File: src/rtl/seq_producer_pkg.sv
// Shared types and constants for the sequence producer slice.
package seq_producer_pkg;

    // Operating mode; the encoding is also driven straight onto the mode port.
    typedef enum logic [1:0] {
        MODE_IDLE  = 2'b00,
        MODE_FIB   = 2'b01,
        MODE_TIMER = 2'b10
    } mode_t;

    // Fibonacci seed pair (a, b); a is the next term to be emitted.
    localparam int unsigned FIB_A0 = 0;
    localparam int unsigned FIB_B0 = 1;

endpackage

File: src/rtl/sync_fifo_fwft.sv
// First-word-fall-through synchronous FIFO with a registered head word.
// Optional macro PARITY_EN: when defined, a parity bit is registered alongside
// the head word; otherwise parity is tied low.
module sync_fifo_fwft #(
    parameter int WIDTH = 8,
    parameter int DEPTH = 4
) (
    input  logic                       clock,
    input  logic                       reset,
    input  logic                       push,
    input  logic [WIDTH-1:0]           wdata,
    input  logic                       ready,
    output logic [WIDTH-1:0]           dout,
    output logic                       dout_valid,
    output logic                       parity,
    output logic [$clog2(DEPTH):0]     level,
    output logic                       full
);

    localparam int PTR_W = $clog2(DEPTH);
    localparam int LVL_W = $clog2(DEPTH) + 1;

    logic [WIDTH-1:0] mem [DEPTH];
    logic [PTR_W-1:0] wr_q, rd_q, rd_nxt;
    logic [LVL_W-1:0] level_q, level_nxt;
    logic [WIDTH-1:0] head_q, head_nxt;
    logic             pop;

    // Next pointers, occupancy and head word; a push into the slot that
    // becomes the head bypasses the array.
    // NOTE: every variable driven here gets a default first so no latch is inferred.
    always_comb begin
        pop       = (level_q != '0) && ready;
        rd_nxt    = rd_q + PTR_W'(pop);
        level_nxt = level_q + LVL_W'(push) - LVL_W'(pop);
        head_nxt  = head_q;
        if (level_nxt != '0) begin
            if (push && (wr_q == rd_nxt)) head_nxt = wdata;
            else                          head_nxt = mem[rd_nxt];
        end
    end

    // Storage array write port.
    // NOTE: the array has no reset; only words covered by level are ever observed.
    always_ff @(posedge clock) begin
        if (push) mem[wr_q] <= wdata;
    end

    // Pointers, occupancy and head register.
    always_ff @(posedge clock or negedge reset) begin
        if (!reset) begin
            wr_q    <= '0;
            rd_q    <= '0;
            level_q <= '0;
            head_q  <= '0;
        end else begin
            wr_q    <= wr_q + PTR_W'(push);
            rd_q    <= rd_nxt;
            level_q <= level_nxt;
            head_q  <= head_nxt;
        end
    end

`ifdef PARITY_EN
    logic parity_q;

    // Parity registered in the same cycle as the head word it covers.
    always_ff @(posedge clock or negedge reset) begin
        if (!reset) parity_q <= 1'b0;
        else        parity_q <= ^head_nxt;
    end

    assign parity = parity_q;
`else
    assign parity = 1'b0;
`endif

    assign dout       = head_q;
    assign dout_valid = (level_q != '0);
    assign level      = level_q;
    assign full       = (level_q == LVL_W'(DEPTH));

endmodule

File: src/rtl/seq_producer_buf.sv
// Fibonacci / timer sequence producer feeding a FWFT FIFO, with programmable
// production rate and back-pressure from the consumer.
// Optional macro PARITY_EN (handled inside sync_fifo_fwft) enables dout parity.
module seq_producer_buf
    import seq_producer_pkg::*;
#(
    parameter int WIDTH    = 8,
    parameter int DEPTH    = 4,
    parameter int BASE_DIV = 1,
    parameter int PROG_W   = 3
) (
    input  logic                       clock,
    input  logic                       reset,
    input  logic                       start_f,
    input  logic                       start_t,
    input  logic                       stop_f_t,
    input  logic                       update,
    input  logic [PROG_W-1:0]          prog,
    output logic [WIDTH-1:0]           dout,
    output logic                       dout_valid,
    input  logic                       dout_ready,
    output logic                       parity,
    output logic [1:0]                 mode,
    output logic [$clog2(DEPTH):0]     level,
    output logic                       full,
    output logic                       overrun
);

    localparam int CNT_W = $clog2(BASE_DIV + 1) + (1 << PROG_W);

    mode_t             state_q, state_d;
    logic [PROG_W-1:0] prog_q;
    logic [CNT_W-1:0]  cnt_q, period;
    logic [WIDTH-1:0]  fib_a_q, fib_b_q, timer_q, pend_val_q;
    logic              fib_wrap_q, pend_q, overrun_q;
    logic [WIDTH:0]    fib_sum;
    logic [WIDTH-1:0]  gen_val, push_data;
    logic              start_any, running, tick, push_req, push_ok, push;

    // Mode transitions: stop beats start_f, which beats start_t.
    always_comb begin
        state_d = state_q;
        if (stop_f_t)     state_d = MODE_IDLE;
        else if (start_f) state_d = MODE_FIB;
        else if (start_t) state_d = MODE_TIMER;
    end

    // Mode register.
    always_ff @(posedge clock or negedge reset) begin
        if (!reset) state_q <= MODE_IDLE;
        else        state_q <= state_d;
    end

    // Rate tick, generator output and push arbitration; control pulses
    // suppress the tick so a (re)start or rate change begins a fresh period.
    always_comb begin
        start_any = !stop_f_t && (start_f || start_t);
        running   = (state_q != MODE_IDLE);
        period    = CNT_W'(BASE_DIV) << prog_q;
        tick      = running && !pend_q && !stop_f_t && !start_any && !update
                    && (cnt_q == period - CNT_W'(1));
        fib_sum   = {1'b0, fib_a_q} + {1'b0, fib_b_q};
        gen_val   = (state_q == MODE_FIB) ? fib_a_q : timer_q;
        push_data = pend_q ? pend_val_q : gen_val;
        push_ok   = !full || (dout_valid && dout_ready);
        push_req  = !stop_f_t && !start_any && (tick || pend_q);
        push      = push_req && push_ok;
    end

    // Rate select and tick counter; the counter freezes while a value is pending.
    always_ff @(posedge clock or negedge reset) begin
        if (!reset) begin
            prog_q <= '0;
            cnt_q  <= '0;
        end else begin
            if (update) prog_q <= prog;
            if (stop_f_t || start_any || update || tick) cnt_q <= '0;
            else if (running && !pend_q)                 cnt_q <= cnt_q + CNT_W'(1);
        end
    end

    // Sequence generators; an overflowing Fibonacci sum restarts at 0,1 after
    // the last representable term has been emitted.
    always_ff @(posedge clock or negedge reset) begin
        if (!reset) begin
            fib_a_q    <= WIDTH'(FIB_A0);
            fib_b_q    <= WIDTH'(FIB_B0);
            fib_wrap_q <= 1'b0;
            timer_q    <= '0;
        end else if (start_any) begin
            fib_a_q    <= WIDTH'(FIB_A0);
            fib_b_q    <= WIDTH'(FIB_B0);
            fib_wrap_q <= 1'b0;
            timer_q    <= '0;
        end else if (tick) begin
            if (state_q == MODE_FIB) begin
                if (fib_wrap_q) begin
                    fib_a_q    <= WIDTH'(FIB_A0);
                    fib_b_q    <= WIDTH'(FIB_B0);
                    fib_wrap_q <= 1'b0;
                end else begin
                    fib_a_q    <= fib_b_q;
                    fib_b_q    <= fib_sum[WIDTH-1:0];
                    fib_wrap_q <= fib_sum[WIDTH];
                end
            end else begin
                timer_q <= timer_q + WIDTH'(1);
            end
        end
    end

    // Pending slot for a value the full FIFO could not take, plus the sticky
    // overrun flag (a tick landing on an occupied slot).
    always_ff @(posedge clock or negedge reset) begin
        if (!reset) begin
            pend_q     <= 1'b0;
            pend_val_q <= '0;
            overrun_q  <= 1'b0;
        end else begin
            overrun_q <= overrun_q | (tick && pend_q);
            if (stop_f_t || start_any) begin
                pend_q <= 1'b0;
            end else if (push) begin
                pend_q <= 1'b0;
            end else if (tick) begin
                pend_q     <= 1'b1;
                pend_val_q <= gen_val;
            end
        end
    end

    sync_fifo_fwft #(
        .WIDTH (WIDTH),
        .DEPTH (DEPTH)
    ) u_fifo (
        .clock      (clock),
        .reset      (reset),
        .push       (push),
        .wdata      (push_data),
        .ready      (dout_ready),
        .dout       (dout),
        .dout_valid (dout_valid),
        .parity     (parity),
        .level      (level),
        .full       (full)
    );

    assign mode    = state_q;
    assign overrun = overrun_q;

endmodule

File: config.mk
export PLATFORM = sky130hd
export DESIGN_NAME = seq_producer_buf
export DESIGN_NICKNAME = d
export VERILOG_FILES = /design/src/rtl/seq_producer_pkg.sv /design/src/rtl/sync_fifo_fwft.sv /design/src/rtl/seq_producer_buf.sv
export SDC_FILE = /design/constraint.sdc
export NUM_CORES = 1
export LEC_CHECK = 0
export CORE_ASPECT_RATIO = 0.8
export CORE_MARGIN = 4
export CORE_UTILIZATION = 31
export DETAILED_ROUTE_END_ITERATION = 6
export DONT_BUFFER_PORTS = 1
export PLACE_DENSITY_LB_ADDON = 0.3
export RECOVER_POWER = 50
export SYNTH_ARGS = -nofsm -noshare
export SYNTH_HDL_FRONTEND = slang
export SYNTH_SLANG_ARGS = --single-unit
File: constraint.sdc
create_clock -name clock -period 3.75 [get_ports clock]
set_input_delay 0.9375 -clock clock [delete_from_list [all_inputs] [get_ports clock]]
set_output_delay 0.9375 -clock clock [all_outputs]
set_load 0.1 [all_outputs]
Word level (Yosys, flattened, before mapping)
Memories as Yosys holds them, arrays and structs flattened. A register that Yosys moved wholly into a read port is not among the register bits.
Cells that the tools add are included.
W data, S select, Z words.
- latch bits: 0
- output and inout bits: 17
- bits of input ports: 10
- bits in registers: 56
- memories kept: 1
- word-level logic and storage cells: 91
- memory bits (read-only): 0
- RAM bits: 32
- shifts and indexed selects: 1
- equality and inequality tests: 4
- div/mod/pow operators: 0
- magnitude comparators: 0
- add/sub/neg operators: 8
- reduce and logical (&&, ||, !) cells: 34
- bitwise logic cells: 3
- muxes and demuxes: 27
- $mul: 0
- memories (name ; depth ; width ; read ports ; clocked after memory_dff ; wr ports ; RTL line ; text):
    u_fifo.mem ; 4 ; 8 ; 1 ; 1 ; 1 ; sync_fifo_fwft.sv:23 ; logic [WIDTH-1:0] mem [DEPTH];
- operators by type and width (kind ; count):
    $mux W8 ; 13
    $mux W9 ; 2
    $reduce_bool A3 Y1 ; 4
    $logic_and A1 B1 Y1 ; 11
    $add A8 B8 Y9 ; 1
    $add A9 B1 Y9 const B ; 1
    $eq A9 B9 Y1 ; 1
    $mux W1 ; 9
    $shl A1 B3 Y9 const A ; 1
    $sub A9 B1 Y9 const B ; 1
    $add A8 B1 Y8 const B ; 1
    $reduce_bool A2 Y1 ; 4
    $logic_not A1 Y1 ; 6
    $logic_or A1 B1 Y1 ; 6
    $mux W2 ; 3
    $add A2 B1 Y2 ; 2
    $reduce_and A2 Y1 ; 2
    $add A3 B1 Y3 ; 1
    $eq A3 B3 Y1 const B ; 1
    $reduce_and A3 Y1 ; 1
    $sub A3 B1 Y3 ; 1
    $eq A2 B1 Y1 const B ; 1
    $ne A2 B2 Y1 const B ; 1
    $not A1 Y1 ; 2
    $or A1 B1 Y1 ; 1

Logic depth before layout (Yosys ltp)
- depth after elaboration: 12
- depth in mapped cells: 15

Modules after synthesis
From an unflattened synthesis, not the netlist that was laid out.
- cell total of the unflattened synthesis: 387
- area total of the unflattened synthesis: 4867.2 sq um
- by module, submodules not included (module ; area each (sq um) ; cells an instance ; instances):
    seq_producer_buf ; 2899.0 ; 286 ; 1
    sync_fifo_fwft ; 1968.1 ; 101 ; 1

Worst setup path after synthesis
Ideal clock, no wire load.
- path kind: reg-to-reg
- from: register state_q[0], in the netlist mode[0]
- to: register u_fifo.head_q[5], in the netlist u_fifo.dout[5], read port of u_fifo.mem
- arrival: 4.493 ns
- path slack: -0.869 ns
- stages on the path, launching flop included: 14
- library setup time: 0.126 ns
- data required time: 3.624 ns
- clock period less this slack: 4.619 ns
- path through: dfrtp_1 > o21ba_2 > clkbuf_1 > o2111ai_1 > a2111o_1 > o31ai_2 > nand2_1 > inv_1 > ha_1 > fa_1 > nor3_1 > clkbuf_1 > a211oi_1 > a221o_1
- word-level cells in the longest chain between the ends: 12
- ends and longest elaborated chain (item ; RTL line ; text):
    start: declaration ; seq_producer_buf.sv:31 ; mode_t state_q, state_d;
    start signal: assignment ; seq_producer_buf.sv:51 ; else state_q <= state_d;
    $reduce_bool A2 Y1 ; seq_producer_buf.sv:58 ; running = (state_q != MODE_IDLE);
    $logic_and A1 B1 Y1 (4 in a row) ; seq_producer_buf.sv:60 ; tick = running && !pend_q && !stop_f_t && !start_any && !update
    $logic_and A1 B1 Y1 ; seq_producer_buf.sv:61 ; && (cnt_q == period - CNT_W'(1));
    $logic_or A1 B1 Y1 ; seq_producer_buf.sv:66 ; push_req = !stop_f_t && !start_any && (tick || pend_q);
    $logic_and A1 B1 Y1 ; seq_producer_buf.sv:66 ;
    $logic_and A1 B1 Y1 ; seq_producer_buf.sv:67 ; push = push_req && push_ok;
    $add A3 B1 Y3 ; sync_fifo_fwft.sv:35 ; level_nxt = level_q + LVL_W'(push) - LVL_W'(pop);
    $sub A3 B1 Y3 ; sync_fifo_fwft.sv:35 ;
    named net u_fifo.level_nxt[1] ; sync_fifo_fwft.sv:25 ; logic [LVL_W-1:0] level_q, level_nxt;
    $reduce_bool A3 Y1 ; sync_fifo_fwft.sv:37 ; if (level_nxt != '0) begin
    end: declaration ; sync_fifo_fwft.sv:26 ; logic [WIDTH-1:0] head_q, head_nxt;
The timed path passes the listed nets, and every way through them passes these cells.
A chain may end at the register's enable or synchronous reset.

Worst setup path in the final report
- from: register prog_q[1]
- to: register u_fifo.head_q[1], in the netlist u_fifo.dout[1], read port of u_fifo.mem
- word-level cells in the longest chain between the ends: 10
- ends and longest elaborated chain (item ; RTL line ; text):
    start: declaration ; seq_producer_buf.sv:32 ; logic [PROG_W-1:0] prog_q;
    start signal: assignment ; seq_producer_buf.sv:76 ; if (update) prog_q <= prog;
    $shl A1 B3 Y9 ; seq_producer_buf.sv:59 ; period = CNT_W'(BASE_DIV) << prog_q;
    $sub A9 B1 Y9 ; seq_producer_buf.sv:61 ;
    $eq A9 B9 Y1 ; seq_producer_buf.sv:61 ;
    $logic_and A1 B1 Y1 ; seq_producer_buf.sv:61 ;
    $logic_or A1 B1 Y1 ; seq_producer_buf.sv:66 ;
    $logic_and A1 B1 Y1 ; seq_producer_buf.sv:66 ;
    $logic_and A1 B1 Y1 ; seq_producer_buf.sv:67 ;
    $add A3 B1 Y3 ; sync_fifo_fwft.sv:35 ;
    $sub A3 B1 Y3 ; sync_fifo_fwft.sv:35 ;
    named net u_fifo.level_nxt[1] ; sync_fifo_fwft.sv:25 ;
    $reduce_bool A3 Y1 ; sync_fifo_fwft.sv:37 ;
The timed path passes the listed nets, and every way through them passes these cells.

==> run_results.csv <==
group,metric,value,unit
status,status,"finished, final reports clean",
routing,firstDrtPassIters,4,
cells_and_area,seq_area,2570,um^2
cells_and_area,final_common_cell,"dfrtp_1",
grt,use_met2,17.0,%
grt,grtUsageTotal,11.6,%
yosys,synth_nets,384,
setup_path,worstSetupStartpointType,"register",
timing,period_minus_slack,3550,ps
cells_and_area,layout_common_cells,"dfrtp_1 (61), edfxtp_1 (32), nor2_1 (27)",
yosys,synthMuxAreaShare,10.2,%
yosys,synth_edf_count,32,
cells_and_area,drive_above_1_share,17.3,%
yosys,synth-simple-area-share,9.80,%
cells_and_area,area.growth.synth_to_final,14.0,%
yosys,ys_seq_area_share,55.6,%
grt,grt_pass1_vias,2966,
timing,final.setup.tns,0,ps
grt,gr-max-usage-layer,"met2",
clocking,clkTransAtPathRegs,70,ps
yosys,synth-adder-area-share,4.67,%
cells_and_area,fillCellCount,1400,
run,maxCapViolations,0,
place,pre_cts_slack,67.7,ps
setup_path,critPathKind,"register to register",
pwr,ir_worst_vdd,0.260,mV
grt,overflow,0,
timing,rsz0062_at_grt,"no",
routing,postRouteAntennaNets,0,
yosys,synth_seq_cells,96,
grt,use_met1,16.6,%
setup_path,critical_path_required,3970,ps
clocking,htree_levels,3,
setup_path,worstPathArrival,3770,ps
yosys,synth-compound-area-share,12.2,%
cells_and_area,final_cell_area,5250,um^2
place,placed_cell_area,4950,um^2
place,hpwl,6.31,mm
clocking,cts_tree,"yes",
yosys,ys.warnings.count,0,
floorplanning,start_util,32.0,%
pwr,p_leak,2.19,nW
yosys,synthDistinctLibCells,57,
floorplanning,io_pins,27,
floorplanning,die_w,144,um
yosys,synthArstFlopShare,66.7,%
pwr,power_density,634,nW/um^2
timing,fmax,0.282,GHz
grt,grt_pass1_wl,15.3,mm
place,place.port_buffers,0,
cells_and_area,n_antenna_cell,0,
setup_path,end_kind,"register",
routing,vias,2851,
routing,post_drt_via_cell_ratio,5.05,
timing,drv_slew,0,
floorplanning,dieArea,16900,um^2
floorplanning,rows,39,
floorplanning,die_y,117,um
clocking,cts_made_buffers,9,
setup_path,crit_fanout,8,
hold_path,hold_path_class,"primary input to async pin",
routing,wl_per_cell,16.0,um
yosys,ys.flop_type,"dfrtp_1",
routing,drt_drc_violations_left,0,
clocking,worstSkewPairLatency,340,ps
yosys,synth_top_family_by_area,"compound AO/OA/AOI/OAI gates",
timing,finalHoldViolations,0,
clocking,cts_buffer_depth,2,
grt,grt_use_met3,3.17,%
grt,antenna_found_initial,0,
timing,tightest_slew,1260,ps
place,gp_congestion,0.766,
grt,grt_max_degree,65,
yosys,synth_area_per_cell,12.9,um^2
timing,finalSetupViolations,0,
cells_and_area,multi_input_area,1930,um^2
timing,postLayoutSetupSlackWorst,200,ps
yosys,syn_inst,358,
timing,finalCritPeriodShare,94.7,%
routing,drt-total-wl,9.04,mm
cells_and_area,nets,402,
cells_and_area,postLayoutCoreUtil,36.5,%
floorplanning,core,14400,um^2
clocking,clock-sinks,96,
clocking,clockRootBuffer,"clkbuf_16",
timing,slew_headroom,16.0,%
yosys,netlist_area,4610,um^2
routing,dr.first_iter.drc_count,170,
yosys,synth-xor-area-share,4.37,%
timing,clock_skew,8.20,ps
stage by stage:
stage          total power, mW  std cells  hold slack (ps)
3_3_place_gp              2.39        548              470
5_1_grt                   3.51        565              266
4_1_cts                   3.35        564              275
2_1_floorplan             2.21        358              444
6_report                  3.33        565              287
3_5_place_dp              2.40        548              465
Yosys cell counts, types with 3 or more instances:
library cell   n  share of area [%]
dfrtp_1       63                 34
edfxtp_1      32                 21
nor2_1        27                2.2
mux2_2        23                5.6
inv_1         21                1.7
a22o_1        16                3.0
nand2_1       16                1.3
xnor2_1       15                2.9
ha_1          14                3.8
a21oi_1       12                1.3
a211oi_1       8                1.3
a221o_1        8                1.7
clkbuf_1       8               0.65
mux4_2         8                3.9
xor2_1         8                1.5
and3_1         6               0.81
o21ai_0        6               0.65
nor3_1         5               0.54
nand2b_1       4               0.54
mux2i_1        3               0.65
nand3_1        3               0.33
nand4_1        3               0.41
nor2b_1        3               0.41
o41ai_1        3               0.57
power by group:
part | switching [mW] | total, mW | leakage (nW) | internal (mW)
Clock | 0.405 | 0.934 | 0.150 | 0.529
Sequential | 0.338 | 1.49 | 1.17 | 1.15
Combinational | 0.560 | 0.908 | 0.872 | 0.349
worst max-delay path, stage by stage (launching register included):
cell,delay (ps)
dfrtp_1,440
inv_2,80
a2111o_1,360
a2111o_1,490
o31ai_4,300
nand2_1,140
inv_1,110
ha_1,170
fa_1,490
o311a_2,530
a221o_1,330
cell type report:
class                           count  area share (%)
Tap cell                          184            4.38
Timing Repair Buffer               19            2.45
Clock buffer                       10            4.36
Clock inverter                      6            1.45
Sequential cell                    96            49.0
Inverter                           22            1.57
Multi-Input combinational cell    228            36.8
state kept, by name, indices dropped and copies added (netlist names):
| signal | flops |
|---|---|
| u_fifo.level | 3 |
| fib_b_q | 8 |
| pend_val_q | 8 |
| pend_q | 1 |
| mode | 2 |
| overrun | 1 |
| u_fifo.dout | 8 |
| prog_q | 3 |
| u_fifo.mem | 32 |
| fib_a_q | 8 |
| u_fifo.rd_q | 2 |
| fib_wrap_q | 1 |
| timer_q | 8 |
| u_fifo.wr_q | 2 |
| cnt_q | 9 |
final timing paths:
path | cells after the start | to | from | slack [ps]
min in group clock | 1 | timer_q[7] | timer_q[7] | 470
worst max-delay path | 10 | u_fifo.dout[1] | prog_q[1] | 200
worst min-delay path | 0 | cnt_q[4] | reset | 290
worst max register to register | 10 | u_fifo.dout[1] | prog_q[1] | 200
max in group asynchronous | 0 | fib_b_q[0] | reset | 3260
worst min register to register | 1 | timer_q[7] | timer_q[7] | 470
repair_timing:
action,in CTS,in global routing
setup endpoints to repair,0,8
hold buffers,0,0
gates resized for setup,0,2
setup buffers,0,1
cells by family (layout without fill, tap and decap cells):
kind of cell    Yosys count  after routing
flops                    96             96
simple gates             82             82
compound gates           72             72
mux                      34             34
buf+inv                  34             57
xor+xnor                 23             23
fa+ha+maj                16             16
other cells               1              1
routing by layer:
| layer | routed length, um | part of all wire, % | vias to the layer above |
|---|---|---|---|
| met5 | 0 | 0 | - |
| met4 | 117 | 1.3 | 0 |
| met3 | 450 | 5.0 | 12 |
| met2 | 3870 | 43 | 50 |
| met1 | 4610 | 51 | 1422 |
| li1 | - | - | 1367 |
Power figures use the tool's default switching activity.
